$ cat config.mk
export PLATFORM = sky130hd
export DESIGN_NAME = matrix_scan_driver
export DESIGN_NICKNAME = d
export VERILOG_FILES = /design/src/rtl/matrix_pkg.sv /design/src/rtl/matrix_scan_driver_scan_timer.sv /design/src/rtl/matrix_scan_driver.sv
export SDC_FILE = /design/constraint.sdc
export NUM_CORES = 1
export LEC_CHECK = 0
export CORE_ASPECT_RATIO = 1.5
export CORE_MARGIN = 2
export CORE_UTILIZATION = 50
export CTS_CLUSTER_DIAMETER = 50
export DETAILED_ROUTE_END_ITERATION = 10
export PLACE_DENSITY = 0.86
export SKIP_LAST_GASP = 1
export SYNTH_ARGS = -nofsm -noshare
export SYNTH_HDL_FRONTEND = slang
export SYNTH_SLANG_ARGS = --single-unit
$ cat constraint.sdc
create_clock -name clk -period 2.3 [get_ports clk]
set_input_delay 0.575 -clock clk [delete_from_list [all_inputs] [get_ports clk]]
set_output_delay 0.575 -clock clk [all_outputs]
set_load 0.005 [all_outputs]
$ cat src/rtl/matrix_pkg.sv
// ============================================================================
// matrix_pkg : shared geometry and scan-state encoding for the 5x7 LED matrix
// Revision   : 1.0
// ============================================================================
`default_nettype none

package matrix_pkg;

  localparam int N_COLS    = 5;
  localparam int N_ROWS    = 7;
  localparam int FRAME_W   = N_COLS * N_ROWS;
  localparam int COL_IDX_W = 3;

  typedef enum logic [0:0] {
    ST_BLANK = 1'b0,
    ST_DRIVE = 1'b1
  } state_t;

endpackage

`default_nettype wire

$ cat src/rtl/matrix_scan_driver_scan_timer.sv
// ============================================================================
// scan_timer : phase counter with terminal-count flag against a supplied limit
// Revision   : 1.0
// ============================================================================
`default_nettype none

module scan_timer #(
  parameter int W = 4
) (
  input  logic         clk,
  input  logic         reset_n,
  input  logic         clear_i,
  input  logic [W-1:0] limit_i,
  output logic [W-1:0] cnt_d_o,
  output logic         last_o
);

  logic [W-1:0] cnt_q;
  logic [W-1:0] cnt_d;

  assign last_o = (cnt_q == limit_i);

  // Wrapping to zero on terminal count lets the caller switch phases without a separate load.
  always_comb begin
    cnt_d = cnt_q + W'(1);
    if (clear_i || last_o) begin
      cnt_d = '0;
    end
  end

  assign cnt_d_o = cnt_d;

  always_ff @(posedge clk) begin
    if (!reset_n) begin
      cnt_q <= '0;
    end else begin
      cnt_q <= cnt_d;
    end
  end

endmodule

`default_nettype wire

$ cat src/rtl/matrix_scan_driver.sv
// ============================================================================
// matrix_scan_driver : column-multiplexed 5x7 LED driver with shadowed frames
// Revision           : 1.0
// ============================================================================
`default_nettype none

module matrix_scan_driver
  import matrix_pkg::*;
#(
  parameter int DIV          = 4096,
  parameter int BLANK_CYCLES = 16,
  parameter int COL_ACT_LOW  = 1,
  parameter int ROW_ACT_LOW  = 0
) (
  input  logic               clk,
  input  logic               reset_n,
  input  logic               enable,
  input  logic [FRAME_W-1:0] frame_data,
  input  logic               frame_valid,
  output logic               frame_ready,
  output logic [N_COLS-1:0]  col,
  output logic [N_ROWS-1:0]  row,
  output logic               frame_done
);

  localparam int CNT_MAX = (DIV > BLANK_CYCLES) ? DIV : BLANK_CYCLES;
  localparam int CW      = $clog2(CNT_MAX + 1);
  localparam logic [CW-1:0] DIV_LIM   = CW'(DIV - 1);
  localparam logic [CW-1:0] BLANK_LIM = (BLANK_CYCLES == 0) ? '0 : CW'(BLANK_CYCLES - 1);
  localparam logic [COL_IDX_W-1:0] LAST_COL = COL_IDX_W'(N_COLS - 1);
  localparam logic [N_COLS-1:0] COL_OFF = (COL_ACT_LOW != 0) ? '1 : '0;
  localparam logic [N_ROWS-1:0] ROW_OFF = (ROW_ACT_LOW != 0) ? '1 : '0;

  state_t               state_q, state_d;
  logic [COL_IDX_W-1:0] col_idx_q, col_idx_d;
  logic [FRAME_W-1:0]   active_q, active_d;
  logic [FRAME_W-1:0]   shadow_q, shadow_d;
  logic                 pending_q, pending_d;
  logic [N_COLS-1:0]    col_q, col_d, col_on;
  logic [N_ROWS-1:0]    row_q, row_d, row_on;
  logic                 done_q, done_d;

  logic [CW-1:0] tmr_limit;
  logic [CW-1:0] tmr_cnt_d;
  logic          tmr_last;
  logic          xfer;

  assign tmr_limit = (state_q == ST_BLANK) ? BLANK_LIM : DIV_LIM;
  assign xfer      = frame_valid && !pending_q;

  scan_timer #(.W(CW)) u_timer (
    .clk     (clk),
    .reset_n (reset_n),
    .clear_i (!enable),
    .limit_i (tmr_limit),
    .cnt_d_o (tmr_cnt_d),
    .last_o  (tmr_last)
  );

  // A transfer can only land while pending is clear, so it never collides with a swap.
  always_comb begin
    state_d   = state_q;
    col_idx_d = col_idx_q;
    active_d  = active_q;
    shadow_d  = shadow_q;
    pending_d = pending_q;
    if (xfer) begin
      shadow_d  = frame_data;
      pending_d = 1'b1;
    end
    if (!enable) begin
      state_d   = ST_BLANK;
      col_idx_d = '0;
      if (pending_q) begin
        active_d  = shadow_q;
        pending_d = 1'b0;
      end
    end else if (tmr_last) begin
      if (state_q == ST_BLANK) begin
        state_d = ST_DRIVE;
      end else begin
        state_d = (BLANK_CYCLES == 0) ? ST_DRIVE : ST_BLANK;
        if (col_idx_q == LAST_COL) begin
          col_idx_d = '0;
          if (pending_q) begin
            active_d  = shadow_q;
            pending_d = 1'b0;
          end
        end else begin
          col_idx_d = col_idx_q + COL_IDX_W'(1);
        end
      end
    end
  end

  // Pin levels are computed from next state so the outputs are plain flops.
  always_comb begin
    col_on = '0;
    row_on = '0;
    if (state_d == ST_DRIVE) begin
      for (int c = 0; c < N_COLS; c++) begin
        if (col_idx_d == COL_IDX_W'(c)) begin
          col_on[c] = 1'b1;
          row_on    = active_d[c*N_ROWS +: N_ROWS];
        end
      end
    end
    col_d  = col_on ^ COL_OFF;
    row_d  = row_on ^ ROW_OFF;
    done_d = (state_d == ST_DRIVE) && (col_idx_d == LAST_COL) && (tmr_cnt_d == DIV_LIM);
  end

  always_ff @(posedge clk) begin
    if (!reset_n) begin
      state_q   <= ST_BLANK;
      col_idx_q <= '0;
      active_q  <= '0;
      shadow_q  <= '0;
      pending_q <= 1'b0;
      col_q     <= COL_OFF;
      row_q     <= ROW_OFF;
      done_q    <= 1'b0;
    end else begin
      state_q   <= state_d;
      col_idx_q <= col_idx_d;
      active_q  <= active_d;
      shadow_q  <= shadow_d;
      pending_q <= pending_d;
      col_q     <= col_d;
      row_q     <= row_d;
      done_q    <= done_d;
    end
  end

  assign frame_ready = !pending_q;
  assign col         = col_q;
  assign row         = row_q;
  assign frame_done  = done_q;

endmodule

`default_nettype wire

After elaboration in Yosys (flattened, before gate mapping):

Index checks and enable logic that the tools add are counted.

* bitwise operators: 1
* reductions and logical operators: 8
* equal/unequal tests: 7
* muxes and demuxes: 31
* add/subtract/negate cells: 2

Operators by type and width (count)
* $mux 35: 5
* $mux 7: 5
* $mux 1: 14
* $add 13x1->13 const B: 1
* $eq 13x12->1: 1
* $eq 13x12->1 const B: 1
* $mux 13: 1
* $mux 12: 1
* $mux 3: 4
* $eq 3x2->1 const B: 2
* $eq 3x3->1 const B: 2
* $mux 5: 1
* $not 5->5: 1
* $add 3x1->3 const B: 1
* $eq 3x1->1 const B: 1
* $logic_and 1x1->1: 3
* $logic_not 3->1: 1
* $logic_not 1->1: 2
* $reduce_and 2->1: 1
* $logic_or 1x1->1: 1

* word-level logic and storage cells: 58
* register bits: 101

Longest topological paths before layout:

* depth after elaboration: 11
* gate-level depth with buffers: 9
* depth with buffers taken out: 8

Cells and area by module:

Synthesis repeated with hierarchy kept, for this count alone.

* cells, all modules: 460
* area total of the unflattened synthesis: 4441.8 µm²

By module, submodules not included
* matrix_scan_driver: area each 3518.4 µm², sequential area each 1761.7 µm², times used 1, cells each 360
* scan_timer: area each 923.4 µm², sequential area each 260.2 µm², times used 1, cells each 100

Worst setup path before layout:

OpenSTA, ideal clock, no wires.

* path kind: flip-flop to flip-flop
* start point: reg u_timer.cnt_q[0]
* end point: reg row_q[1], in the netlist row[1]
* buffers on the path: 2
* arrival: 2.111 ns
* setup slack: 0.070 ns
* required time: 2.180 ns
* stages on the path, launching flop included: 9
* clock period less this slack: 2.230 ns
* library setup time: 0.120 ns
* cell sequence: dfxtp_1 -> ha_1 -> nand4b_4 -> o41ai_2 -> buf_4 -> buf_2 -> mux2i_1 -> nor2_1 -> a211o_1

* longest elaborated chain between the ends: 9
* elaborated cells between the ends (all ways): 18
* those cells by class: 5 x eq/ne; 11 x mux; 2 x reduce/logical

RTL lines
* start: declaration: RTL line matrix_scan_driver_scan_timer.sv:18 `logic [W-1:0] cnt_q;`
* start signal: assignment: RTL line matrix_scan_driver_scan_timer.sv:37 `cnt_q <= cnt_d;`
* $eq 13x12->1 *: RTL line matrix_scan_driver_scan_timer.sv:21 `assign last_o = (cnt_q == limit_i);`
* $mux 3: RTL line matrix_scan_driver.sv:78 `end else if (tmr_last) begin`
* $mux 3: RTL line matrix_scan_driver.sv:71 `if (!enable) begin`
* $logic_not 3->1: RTL line matrix_scan_driver.sv:102 `if (col_idx_d == COL_IDX_W'(c)) begin`
* $mux 7 (5 in a row): RTL line matrix_scan_driver.sv:102
* end signal: assignment: RTL line matrix_scan_driver.sv:130 `row_q <= row_d;`
* end: declaration: RTL line matrix_scan_driver.sv:40 `logic [N_ROWS-1:0] row_q, row_d, row_on;`

Mark *: on every way between the ends. The rest lies on a longest branch, timed or not.
A chain may end at the register's enable or synchronous reset.

Final worst setup path:

* start point: reg u_timer.cnt_q[5]
* end point: reg row_q[5], in the netlist row[5]

Same word-level chain as after synthesis.

==> results.yml <==
status:
  status: "finished, violations left"
  violations: "negative setup slack"
hold_path:
  hp-class: "reg2reg"
  worstHoldEndpoint: "shadow_q[33]"
  whs_path_depth: 2
  hp-start: "shadow_q[33]"
place:
  dp_hpwl_mm: 7.15
  place_inst: 643
  io_buffers: 52
  place_congestion: 0.913
  place_area_sq_um: 5240
route:
  num_vias: 3698
  via_per_inst: 5.50
  ant_nets: 0
  routed_wl_mm: 11.8
  drc: 0
  drt-initial-drc-count: 241
  routedWlPerCell_microns: 17.6
  drtPass1Iterations: 5
sta:
  fin_ws_ps: -169
  worst_slew_pin_slew_ps: 940
  rsz0062_at_grt: "true"
  setup_viol: 10
  hold_ws_ps: 471
  min_period_ps: 2470
  clock.fmax_mhz: 405
  slew_viol_final: 0
  tns_ps: -1160
  skew_ps: 14.7
  timing.final.crit_share_pct: 107
  max_slew_margin_pct: 36.8
  finalHoldViolCount: 0
global_route:
  grt_antenna_before_repair: 0
  grt_util_met2_pct: 42.9
  grt_usage_pct: 22.7
  grt_pass1_vias: 3530
  grt_max_degree: 74
  met1_usage_pct: 23.4
  grt_remaining_overflow: 0
  top_usage_layer: "met2"
  grt_pass1_wl_mm: 16.2
  met3_usage_pct: 3.45
synth:
  netlist_instances: 456
  syn_area_sq_um: 4270
  synth_common_cells: "dfxtp_1 (101), nand2_1 (87), a21boi_0 (35), mux2i_1 (35), nor2b_1 (32)"
  synth_top_area_share_pct: 47.4
  synthesis.nets: 498
  yosysSeqAreaShare_pct: 47.4
  synth-main-ff-cell: "dfxtp_1"
  synthTopCellsByArea: "dfxtp_1 (47%), mux2i_1 (8.2%), nand2_1 (7.7%)"
  synth.ff_latch_count: 101
  synth_most_common_cell: "dfxtp_1"
  avgSynthCellArea_sq_um: 9.36
  synth_edf_count: 0
  ys_warn_count: 0
  synth_cell_types: 49
  yosys.area.top_type: "dfxtp_1"
  synthArstFlopShare_pct: 0
floorplan:
  initial_core_util_pct: 51.0
  dieArea_sq_um: 9310
  die_w_microns: 79.4
  die_h_microns: 117
  ios: 53
  core_sq_um: 8360
  rows: 41
final_layout:
  fillers: 568
  flow.area_growth_from_synthesis_pct: 38.1
  instances_no_fill: 672
  layout-drive-gt1-share_pct: 22.5
  design_area_sq_um: 5900
  num_antenna_cells: 0
  nNetsFinal: 602
clocking:
  cts_buffer_depth: 2
  cts_tree: "done"
  clock_sinks: 101
  cts_made_buffers: 9
  cts_root_buf: "clkbuf_16"
  clock_latency_ps: 360
  hold_buffers: 0
  htreeDepth: 3
  clkSlewWorstSetupHoldPaths_ps: 70
job:
  maxCapViolCount: 0
critical_path:
  required_ps: 2540
  cp-end-kind: "flop"
  cp-start-kind: "flop"
  worstPathArrival_ps: 2710
  r2r_setup_slack_ps: -170
  r2r_cells: 8
  r2r_start: "u_timer.cnt_q[5]"
  cp_max_fo: 9
  path_class: "reg2reg"
  reg2reg_to: "row[5]"
power_and_ir_drop:
  powerDensity_nw_per_um2: 611
  power_uw: 3600
  leakagePower_uw: 0.00228
  ir_worst_vdd_v: 0.000447
==> flip-flops by register name, indices dropped and copies added (netlist names) <==
name / cells
u_timer.cnt_q: 13
state_q: 1
shadow_q: 35
pending_q: 1
row: 7
col_idx_q: 3
col: 5
active_q: 35
frame_done: 1
==> timing repair <==
action,4_1_cts,5_1_grt
setup endpoints to repair,7,10
cloned,1,3
gates resized for setup,3,40
pin swaps,0,5
setup buffers,2,7
==> metrics by stage <==
| stage | utilization, % | setup slack [ps] |
|---|---|---|
| final | 70.5 | -169 |
| after global routing | 70.5 | -201 |
| after CTS | 66.7 | -46.2 |
| after detailed placement | 62.7 | -190 |
| after global placement | 62.7 | -146 |
| after floorplan | - | 69.6 |
==> layer usage <==
| metal | vias to the layer above | share of wire, % |
|---|---|---|
| met5 | - | 0 |
| met4 | 0 | 5.5 |
| met3 | 42 | 4.6 |
| met2 | 141 | 53 |
| met1 | 1746 | 37 |
| li1 | 1769 | - |
==> critical path, stage by stage (launching register included) <==
cell	delay, ps
dfxtp_1	350
nand4_1	210
buf_4	190
nor4_4	40
buf_4	170
o31ai_1	760
o21a_1	360
nand2_1	100
and3_1	180
==> where the power goes <==
part	internal (uW)	switching (uW)
sequential	1800	35.8
combinational	183	141
clock	771	674
total	2750	851
==> cells in the final DEF, fill, tap and decap left out, types with 5 or more instances in the layout <==
cell type	instances
dfxtp_1	99
nand2_1	87
buf_4	60
clkdlybuf4s50_1	52
a21boi_0	35
nor2b_1	31
nor2_1	24
mux2i_1	23
clkbuf_16	13
nand3_1	10
mux2i_4	8
xor2_1	7
and2_1	7
nand4_1	6
and3_1	6
a21oi_1	5
o221ai_1	5
==> how the worst max path moves through the flow <==
stage	start	cells past startpoint	slack, ps	end
finish	u_timer.cnt_q[5]	8	-170	row[5]
floorplan	u_timer.cnt_q[0]	8	70	row[1]
detailed placement	enable	8	-190	row[2]
global placement	enable	8	-150	row[4]
CTS	u_timer.cnt_q[1]	6	-50	frame_done
global route	u_timer.cnt_q[1]	8	-200	row[2]
==> final cells by class <==
type	instances	area (sq um)	area share, %
tap	107	134	2.27
inverter	7	28.8	0.488
sequential	101	2030	34.4
clock buffer	12	246	4.18
clock inverter	4	30.0	0.509
timing repair buffer	118	1120	19.0
multi-input combinational	323	2310	39.2
==> logic make-up (layout without fill, tap and decap cells) <==
family                     count (synthesis)  count (layout)  share of synthesized area [%]
AOI/OAI and AO/OA                         65              65                           11.9
xor gates and xnor gates                  11              11                           2.26
adders and majority gates                  3               3                          0.880
buffers and inverters                     32             141                           3.43
DFF                                      101             101                           47.4
muxes                                     41              41                           9.79
and+or+nand+nor                          203             203                           24.4
Note: power is estimated with default switching activity, not from simulation.
